===== src/rtl/vco_freq_ctrl_pkg.sv =====
// Shared types and helpers for the VCO frequency-lock controller.
`timescale 1ns/1ps
package vco_freq_ctrl_pkg;

  typedef enum logic [1:0] {
    StIdle,
    StMeasure,
    StUpdate
  } state_e;

  // Clamp a signed sum into the unsigned range [0, 2^res_bits-1].
  function automatic logic [63:0] clamp_word(input logic signed [63:0] sum,
                                             input int unsigned res_bits);
    logic [63:0] max_v;
    max_v = (64'd1 << res_bits) - 64'd1;
    if (sum < 64'sd0) begin
      return '0;
    end else if (sum > $signed(max_v)) begin
      return max_v;
    end else begin
      return $unsigned(sum);
    end
  endfunction

endpackage


===== src/rtl/vco_edge_counter.sv =====
// Synchronises the VCO clock, detects its rising edges and counts them.
`timescale 1ns/1ps
module vco_edge_counter #(
  parameter int unsigned COUNT_BITS = 16
) (
  input  logic                  clk_i,
  input  logic                  rst_i,
  input  logic                  vco_clk_i,
  input  logic                  clear_i,
  input  logic                  count_en_i,
  output logic [COUNT_BITS-1:0] count_o
);

  // [0],[1] form the synchroniser; [2] holds the previous synchronised sample.
  logic [2:0] sync_q;
  logic       rise;

  // Shift the asynchronous VCO level through the synchroniser chain.
  always_ff @(posedge clk_i) begin
    if (rst_i) begin
      sync_q <= '0;
    end else begin
      sync_q <= {sync_q[1:0], vco_clk_i};
    end
  end

  assign rise = sync_q[1] & ~sync_q[2];

  // Count detected edges, holding at all-ones instead of wrapping.
  always_ff @(posedge clk_i) begin
    if (rst_i || clear_i) begin
      count_o <= '0;
    end else if (count_en_i && rise && (count_o != '1)) begin
      count_o <= count_o + 1'b1;
    end
  end

endmodule


===== src/rtl/vco_freq_ctrl.sv =====
// Frequency-lock controller: gated edge count, proportional correction, lock detect.
`timescale 1ns/1ps
module vco_freq_ctrl
  import vco_freq_ctrl_pkg::*;
#(
  parameter int unsigned               RESOLUTION_BITS = 30,
  parameter int unsigned               COUNT_BITS      = 16,
  parameter int unsigned               WINDOW_CYCLES   = 1024,
  parameter int unsigned               KP_SHIFT        = 4,
  parameter int unsigned               TOLERANCE       = 1,
  parameter int unsigned               LOCK_WINDOWS    = 4,
  parameter logic [RESOLUTION_BITS-1:0] INIT_CTRL      = '0
) (
  input  logic                       clk_i,
  input  logic                       rst_i,
  input  logic                       en_i,
  input  logic [COUNT_BITS-1:0]      target_count_i,
  input  logic                       vco_clk_i,
  output logic [RESOLUTION_BITS-1:0] voltage_ctrl_o,
  output logic [COUNT_BITS-1:0]      meas_count_o,
  output logic                       meas_valid_o,
  output logic                       locked_o
);

  localparam int unsigned WinW  = $clog2(WINDOW_CYCLES);
  localparam int unsigned LockW = $clog2(LOCK_WINDOWS + 1);
  localparam int unsigned SumW  = RESOLUTION_BITS + COUNT_BITS + KP_SHIFT + 1;
  localparam logic signed [COUNT_BITS:0] TolS = (COUNT_BITS + 1)'(TOLERANCE);

  state_e                       state_q, state_d;
  logic [WinW-1:0]              win_q, win_d;
  logic [COUNT_BITS-1:0]        target_q, target_d;
  logic [RESOLUTION_BITS-1:0]   ctrl_q, ctrl_d;
  logic [COUNT_BITS-1:0]        meas_q, meas_d;
  logic                         valid_q, valid_d;
  logic [LockW-1:0]             lock_q, lock_d;

  logic                         cnt_clear, cnt_en;
  logic [COUNT_BITS-1:0]        edge_count;
  logic signed [COUNT_BITS:0]   err;
  logic signed [SumW-1:0]       corr, sum;
  logic                         in_tol;

  vco_edge_counter #(
    .COUNT_BITS (COUNT_BITS)
  ) u_edge_counter (
    .clk_i      (clk_i),
    .rst_i      (rst_i),
    .vco_clk_i  (vco_clk_i),
    .clear_i    (cnt_clear),
    .count_en_i (cnt_en),
    .count_o    (edge_count)
  );

  // Error and clamped proportional correction for the window just closed.
  always_comb begin
    err    = $signed({1'b0, target_q}) - $signed({1'b0, edge_count});
    corr   = {{(SumW - COUNT_BITS - 1){err[COUNT_BITS]}}, err};
    corr   = corr <<< KP_SHIFT;
    sum    = $signed({{(SumW - RESOLUTION_BITS){1'b0}}, ctrl_q}) + corr;
    in_tol = (err <= TolS) && (err >= -TolS);
  end

  // Next-state and registered-output logic.
  always_comb begin
    state_d   = state_q;
    win_d     = '0;
    target_d  = target_q;
    ctrl_d    = ctrl_q;
    meas_d    = meas_q;
    valid_d   = 1'b0;
    lock_d    = lock_q;
    cnt_clear = 1'b1;
    cnt_en    = 1'b0;

    unique case (state_q)
      StIdle: begin
        ctrl_d = INIT_CTRL;
        lock_d = '0;
        if (en_i) begin
          state_d  = StMeasure;
          target_d = target_count_i;
        end
      end
      StMeasure: begin
        cnt_clear = 1'b0;
        cnt_en    = 1'b1;
        win_d     = win_q + 1'b1;
        if (win_q == WinW'(WINDOW_CYCLES - 1)) begin
          state_d = StUpdate;
        end
      end
      StUpdate: begin
        // Blanking cycle: the counter is cleared while its final value is consumed.
        meas_d   = edge_count;
        valid_d  = 1'b1;
        state_d  = StMeasure;
        target_d = target_count_i;
        if (in_tol) begin
          if (lock_q != LockW'(LOCK_WINDOWS)) begin
            lock_d = lock_q + 1'b1;
          end
        end else begin
          lock_d = '0;
          ctrl_d = RESOLUTION_BITS'(clamp_word({{(64 - SumW){sum[SumW-1]}}, sum},
                                               RESOLUTION_BITS));
        end
      end
      default: state_d = StIdle;
    endcase

    // Disable wins over everything and throws away the partial window.
    if (!en_i) begin
      state_d  = StIdle;
      win_d    = '0;
      ctrl_d   = INIT_CTRL;
      meas_d   = meas_q;
      valid_d  = 1'b0;
      lock_d   = '0;
      target_d = target_q;
      cnt_clear = 1'b1;
      cnt_en    = 1'b0;
    end
  end

  // State and output registers with synchronous reset.
  always_ff @(posedge clk_i) begin
    if (rst_i) begin
      state_q  <= StIdle;
      win_q    <= '0;
      target_q <= '0;
      ctrl_q   <= INIT_CTRL;
      meas_q   <= '0;
      valid_q  <= 1'b0;
      lock_q   <= '0;
    end else begin
      state_q  <= state_d;
      win_q    <= win_d;
      target_q <= target_d;
      ctrl_q   <= ctrl_d;
      meas_q   <= meas_d;
      valid_q  <= valid_d;
      lock_q   <= lock_d;
    end
  end

  assign voltage_ctrl_o = ctrl_q;
  assign meas_count_o   = meas_q;
  assign meas_valid_o   = valid_q;
  assign locked_o       = (lock_q == LockW'(LOCK_WINDOWS));

endmodule

===== config.mk =====
export PLATFORM = sky130hd
export DESIGN_NAME = vco_freq_ctrl
export DESIGN_NICKNAME = d
export VERILOG_FILES = /design/src/rtl/vco_freq_ctrl_pkg.sv /design/src/rtl/vco_edge_counter.sv /design/src/rtl/vco_freq_ctrl.sv
export SDC_FILE = /design/constraint.sdc
export NUM_CORES = 1
export LEC_CHECK = 0
export BUFFER_PORTS_ARGS = -buffer_cell sky130_fd_sc_hd__buf_2
export CORE_MARGIN = 5
export CORE_UTILIZATION = 50
export DETAILED_ROUTE_END_ITERATION = 12
export PLACE_DENSITY_LB_ADDON = 0.15
export SLEW_MARGIN = 25
export SYNTH_ARGS = -nofsm -noshare
export SYNTH_HDL_FRONTEND = slang
export SYNTH_SLANG_ARGS = --single-unit

===== constraint.sdc =====
create_clock -name clk_i -period 9.1 [get_ports clk_i]
set_input_delay 1.365 -clock clk_i [delete_from_list [all_inputs] [get_ports clk_i]]
set_output_delay 1.365 -clock clk_i [all_outputs]
set_load 0.03 [all_outputs]

# Yosys cells after proc, flatten, opt, wreduce, memory -nomap -nowiden

Index checks and enable logic that the tools add are counted.

Muxes and demuxes: 14
Bitwise logic cells: 4
Add/subtract/negate cells: 5
Order comparisons: 4
Reduce and logical (&&, ||, !) cells: 13
Equal/unequal tests: 9

Operators with widths:

| operator                                                            | count |
|---|---|
| two-way mux 30 bit                                                  | 3 |
| one-hot mux 30 bit (2 select lines)                                 | 1 |
| adder 31 x 21 -> 32 bit                                             | 1 |
| greater-than comparator 32 x 31 -> 1 bit (second input constant)    | 1 |
| < comparator 32 x 1 -> 1 bit (second input constant)                | 1 |
| greater-or-equal comparator 17 x 1 -> 1 bit (second input constant) | 1 |
| <= comparator 17 x 2 -> 1 bit (second input constant)               | 1 |
| subtractor 16 x 16 -> 17 bit                                        | 1 |
| adder 16 x 1 -> 16 bit (second input constant)                      | 1 |
| != test 16 bit (second input constant)                              | 1 |
| adder 10 x 1 -> 10 bit (second input constant)                      | 1 |
| == test 10 bit (second input constant)                              | 1 |
| AND reduction 2 bit                                                 | 4 |
| two-way mux 3 bit                                                   | 2 |
| != test 3 bit (second input constant)                               | 2 |
| one-hot mux 3 bit (2 select lines)                                  | 1 |
| two-way mux 1 bit                                                   | 5 |
| != test 2 bit (second input constant)                               | 2 |
| one-hot mux 2 bit (2 select lines)                                  | 1 |
| OR reduction 2 bit                                                  | 2 |
| adder 3 x 1 -> 3 bit (second input constant)                        | 1 |
| == test 3 bit (second input constant)                               | 1 |
| logical AND 1 bit                                                   | 3 |
| NOT 1 bit                                                           | 3 |
| other kinds (8)                                                     | 8 |

Bits in registers: 97
Input port bits: 20

# Longest topological paths before layout

Depth in word-level cells: 7
Depth in mapped cells: 22
Gate-level depth less buffers: 20

# Modules after synthesis

Synthesis repeated with hierarchy kept, for this count alone.

Cells, all modules: 793
Area total of the unflattened synthesis: 6,372.4 sq um

Modules (own cells, without submodules):

| module           | cells each | instances | area an instance (sq um) |
|---|---|---|---|
| vco_freq_ctrl    | 685        | 1         | 5,417.7 |
| vco_edge_counter | 108        | 1         | 954.7 |

# Least setup slack after synthesis

No wires, ideal clock.

Path type: reg-to-reg
From: register u_edge_counter.count_o[6]
To: register ctrl_q[15] (netlist: voltage_ctrl_o[15])
Setup time: 0.068 ns
Cell stages (with the launch flop): 22
Arrival: 4.229 ns
Slack: 4.803 ns
Buffers on the path: 2
Required time: 9.032 ns
Cells stage by stage: dfxtp_1 inv_1 ha_1 a211o_1 and2_1 or2_2 o21ai_0 nand2_1 inv_1 ha_1 clkbuf_1 a21oi_1 nand2_1 a22o_1 o311a_1 o211ai_1 a21oi_1 a2bb2oi_1 nor2_1 clkbuf_1 nor2_1 o2bb2ai_2

Cells in the longest elaborated chain, start to end: 7

RTL lines:

| what                                     | line                    | text |
|---|---|---|
| start: declaration                       | vco_edge_counter.sv:11  | `output logic [COUNT_BITS-1:0] count_o` |
| start signal: assignment                 | vco_edge_counter.sv:34  | `count_o <= count_o + 1'b1;` |
| subtractor 16 x 16 -> 17 bit *           | vco_freq_ctrl.sv:57     | `err = $signed({1'b0, target_q}) - $signed({1'b0, edge_count});` |
| adder 31 x 21 -> 32 bit                  | vco_freq_ctrl.sv:60     | `sum = $signed({{(SumW - RESOLUTION_BITS){1'b0}}, ctrl_q}) + corr;` |
| greater-than comparator 32 x 31 -> 1 bit | vco_freq_ctrl_pkg.sv:18 | `end else if (sum > $signed(max_v)) begin` |
| two-way mux 30 bit                       | vco_freq_ctrl_pkg.sv:18 |  |
| two-way mux 30 bit                       | vco_freq_ctrl_pkg.sv:16 | `if (sum < 64'sd0) begin` |
| two-way mux 30 bit                       | vco_freq_ctrl.sv:99     | `if (in_tol) begin` |
| one-hot mux 30 bit (2 select lines)      | vco_freq_ctrl.sv:76     | `unique case (state_q)` |
| end signal: assignment                   | vco_freq_ctrl.sv:140    | `ctrl_q <= ctrl_d;` |
| end: declaration                         | vco_freq_ctrl.sv:33     | `logic [RESOLUTION_BITS-1:0] ctrl_q, ctrl_d;` |

Mark *: on every way between the ends. The rest lies on a longest branch, timed or not. The select of a mux whose other input is x is not followed.
A chain may end at the register's enable or synchronous reset.

# Worst setup path after layout

From: register u_edge_counter.count_o[6]
To: register ctrl_q[24] (netlist: voltage_ctrl_o[24])

The elaborated chain is that of the path after synthesis.

==> results.tsv <==
metric	value	unit
Max Cap Viol	0	
CTS Buf Count	9	
CP Max Fanout	26	
most numerous cell in the Yosys netlist	nand2_1	
Highest Clock Rate	0.193	GHz
starting density of the core	51.1	%
hold path depth	2	
clk buf depth	2	
CTS H-tree lvls	3	
Antenna Nets Post-Route	0	
row count	40	
status	finished, final reports clean	
Tmin final	5.17	ns
CTS root buf	clkbuf_16	
syn nets	841	
DRC errors left	0	
R2R cell count	19	
Worst-Margin Slew	0.942	ns
Post-Synthesis Cell Area	6130	um2
Required @ worst endpoint	9.37	ns
Layout Nets	893	
gr ovfl total	0	
RSZ-0062 raised after global routing	false	
crit-path max cell delay	0.59	ns
final hold vios	0	
TritonCTS clock tree	built	
Chip Width	121	um
power per cell area	153	nW/um2
Clock Sinks	94	
R2R setup slack	3.93	ns
CP Class	reg -> reg	
Clock transition at path regs	0.07	ns
largest net degree at the start of global routing	37	
Post-Layout Inst Area	6840	um2
first-pass GRT wire length	25.0	mm
Synth area leader	dfxtp_1	
die area	14600	um2
CP Buf/Inv Count	2	
post-CTS setup repair buffer count	0	
core area	12000	um2
Hold Crit Endpoint	meas_count_o[12]$_SDFFE_PP0P_	
share of flip-flops with an asynchronous set or reset	0	%
LEAKAGE	3.05	nW
CTS Hold Buffers Added	0	
HPWL after DPL	11.9	mm
start point of the critical path	u_edge_counter.count_o[6]$_SDFFE_PP0P_	
Placed Cells	957	
CP startpoint kind	flop	
distinct cell type count after synthesis	66	
layout cell share with drive strength beyond 1	13.0	%
Final setup viols	0	
DR iter-0 viols	378	
#FFs+latches synth	94	
# resized after CTS	0	
endpoint type of the worst setup path	flop	
Reg2Reg Launch Point	u_edge_counter.count_o[6]$_SDFFE_PP0P_	
Initial DRT Pass Iterations	5	
relative slew slack	37.1	%
Synth top area share	30.7	%
total power	1.05	mW
Max IR drop VDD	0.000127	V
post-place instance area	6530	um2
HP Start	meas_count_o[12]$_SDFFE_PP0P_	
Cell Chain, Critical Path	inv_1 -> ha_1 -> a211o_1 -> and2_1 -> or2_2 -> o21ai_0 -> nand2_1 -> inv_1 -> ha_1 -> a21oi_1 -> nand2_1 -> a22o_1 -> o311a_1 -> o211ai_1 -> a21oi_1 -> nor2_1 -> xnor2_1 -> nand3_2 -> o2bb2ai_1	
I/O Pins	68	
Layout Cells excl Fill	973	
Setup Total Neg Slack	0	ns
synthesis warning total	0	
Commonest cells post-synth	nand2_1, dfxtp_1, nor2_1	
Top Family by Delay on Critical Path	compound AO/OA/AOI/OAI gates	
Worst Path Arrival	5.44	ns
IO Port Bufs	67	
end of the worst register-to-register path	voltage_ctrl_o[24]$_SDFFE_PP0P_	
slowest CP cell	nand3_2	
fin. max-slew vios	0	
diode count	0	
wire per inst	15.8	um
Synth area leaders	dfxtp_1, ha_1, nand2_1, a21oi_1, nor2_1	
Main synth FF type	dfxtp_1	
Switching Fraction	30.8	%
sequential area share after synthesis	30.7	%
logic gate share of total power	21.2	%
syn avg cell area	7.97	um2
total track usage	21.2	%
fin crit share	56.8	%
GP Congestion	0.911	
Die H	121	um
worst hold slack	0.452	ns
vias in the first global route	5127	
Worst-Skew Late Latency	0.35	ns
sequential share of power	40.1	%
initial antenna violation count	0	
Clock Skew	0.00657	ns
Psw	0.322	mW
Synth Instances	769	
area grow syn2layout	11.5	%
Clk pwr share	38.7	%
Via density	5.75	
internal power	0.725	mW
Post-synth EDFFs	0	
drt total wl	15.4	mm
via count of the routed design	5592	
Hold WC Path Type	reg -> reg	
## worst min-delay path: stages (launching register included)
cell	delay, ns
dfxtp_1	0.31
nand2_1	0.05
a21oi_1	0.05
## stage by stage
stage / utilization (%) / setup WS (ns)
2_1_floorplan: - / 4.80
4_1_cts: 56.9 / 3.99
3_3_place_gp: 54.3 / 3.99
3_5_place_dp: 54.3 / 4.01
6_report: 56.9 / 3.93
5_1_grt: 56.9 / 3.52
## cell usage in the layout (no fill, tap or decap), types with 3 or more instances in the layout
| cell type | netlist | final |
|---|---|---|
| nand3b_1 | 3 | 3 |
| o2bb2ai_2 | 10 | 10 |
| o2bb2ai_1 | 16 | 16 |
| xnor2_1 | 31 | 31 |
| o31a_1 | 3 | 3 |
| ha_1 | 50 | 50 |
| o21ai_0 | 23 | 23 |
| inv_1 | 44 | 44 |
| or2_2 | 3 | 3 |
| clkbuf_16 | 0 | 9 |
| xor2_1 | 11 | 11 |
| o21a_1 | 7 | 7 |
| nor4_1 | 5 | 5 |
| nand2_1 | 110 | 110 |
| nor3_1 | 8 | 8 |
| a21oi_1 | 72 | 72 |
| nand2b_1 | 7 | 7 |
| buf_2 | 2 | 67 |
| a21boi_0 | 4 | 4 |
| or3_1 | 9 | 9 |
| a211oi_1 | 6 | 6 |
| dfxtp_1 | 94 | 94 |
| and4_1 | 3 | 3 |
| nor2b_1 | 12 | 12 |
| nand4_1 | 10 | 10 |
| a21o_1 | 21 | 21 |
| o211ai_1 | 5 | 5 |
| and3_1 | 18 | 18 |
| a31oi_1 | 9 | 9 |
| o2111ai_1 | 4 | 4 |
| nand3_1 | 20 | 20 |
| nor2_1 | 76 | 76 |
| and2_1 | 9 | 9 |
| o22a_1 | 3 | 3 |
## logic make-up after synthesis
family | synth area share, %
flip-flops | 30.7
XOR/XNOR | 6.00
adder cells (fa/ha/maj) | 10.9
AO/OA/AOI/OAI | 24.2
buffers and inverters | 4.98
AND/OR/NAND/NOR | 23.2
## state kept, by name, summed over array words and instances, names as in the netlist
signal,cells
meas_valid_o,1
meas_count_o,16
target_q,16
voltage_ctrl_o,27
state_q,2
lock_q,3
win_q,10
u_edge_counter.count_o,16
u_edge_counter.sync_q,3
## routing by layer
layer	track usage [%]	part of all wire [%]	vias to the layer above	wire length [um]
li1	-	-	2832	-
met1	28.3	48	2600	7300
met2	34.4	46	139	6990
met3	3.27	4.5	21	687
met4	8.22	2.4	0	373
met5	0	0	-	0
## power groups by stage
stage,sequential [mW],clock (mW),combinational (mW)
floorplan,0.427,0,0.173
global placement,0.429,0,0.215
detailed placement,0.429,0,0.218
CTS,0.420,0.415,0.219
global route,0.420,0.434,0.247
finish,0.420,0.406,0.222
## final cells by class
class                      instances  area (um2)
clock buffer                      10         239
clock inverter                     6        75.1
fill                            1155        5170
inverter                          44         165
multi-input combinational        603        3950
sequential                        94        1880
tap                              147         184
timing repair buffer              69         350
## how the worst max path moves through the flow
stage	slack [ns]	end	cells after the start
after floorplan	4.80	voltage_ctrl_o[15]$_SDFFE_PP0P_	21
after global placement	3.99	voltage_ctrl_o[5]$_SDFFE_PP0P_	19
after detailed placement	4.01	voltage_ctrl_o[20]$_SDFFE_PP0P_	19
after CTS	3.99	voltage_ctrl_o[13]$_SDFFE_PP0P_	19
after global routing	3.52	voltage_ctrl_o[8]$_SDFFE_PP0P_	19
final	3.93	voltage_ctrl_o[24]$_SDFFE_PP0P_	19
Power figures use the tool's default switching activity.
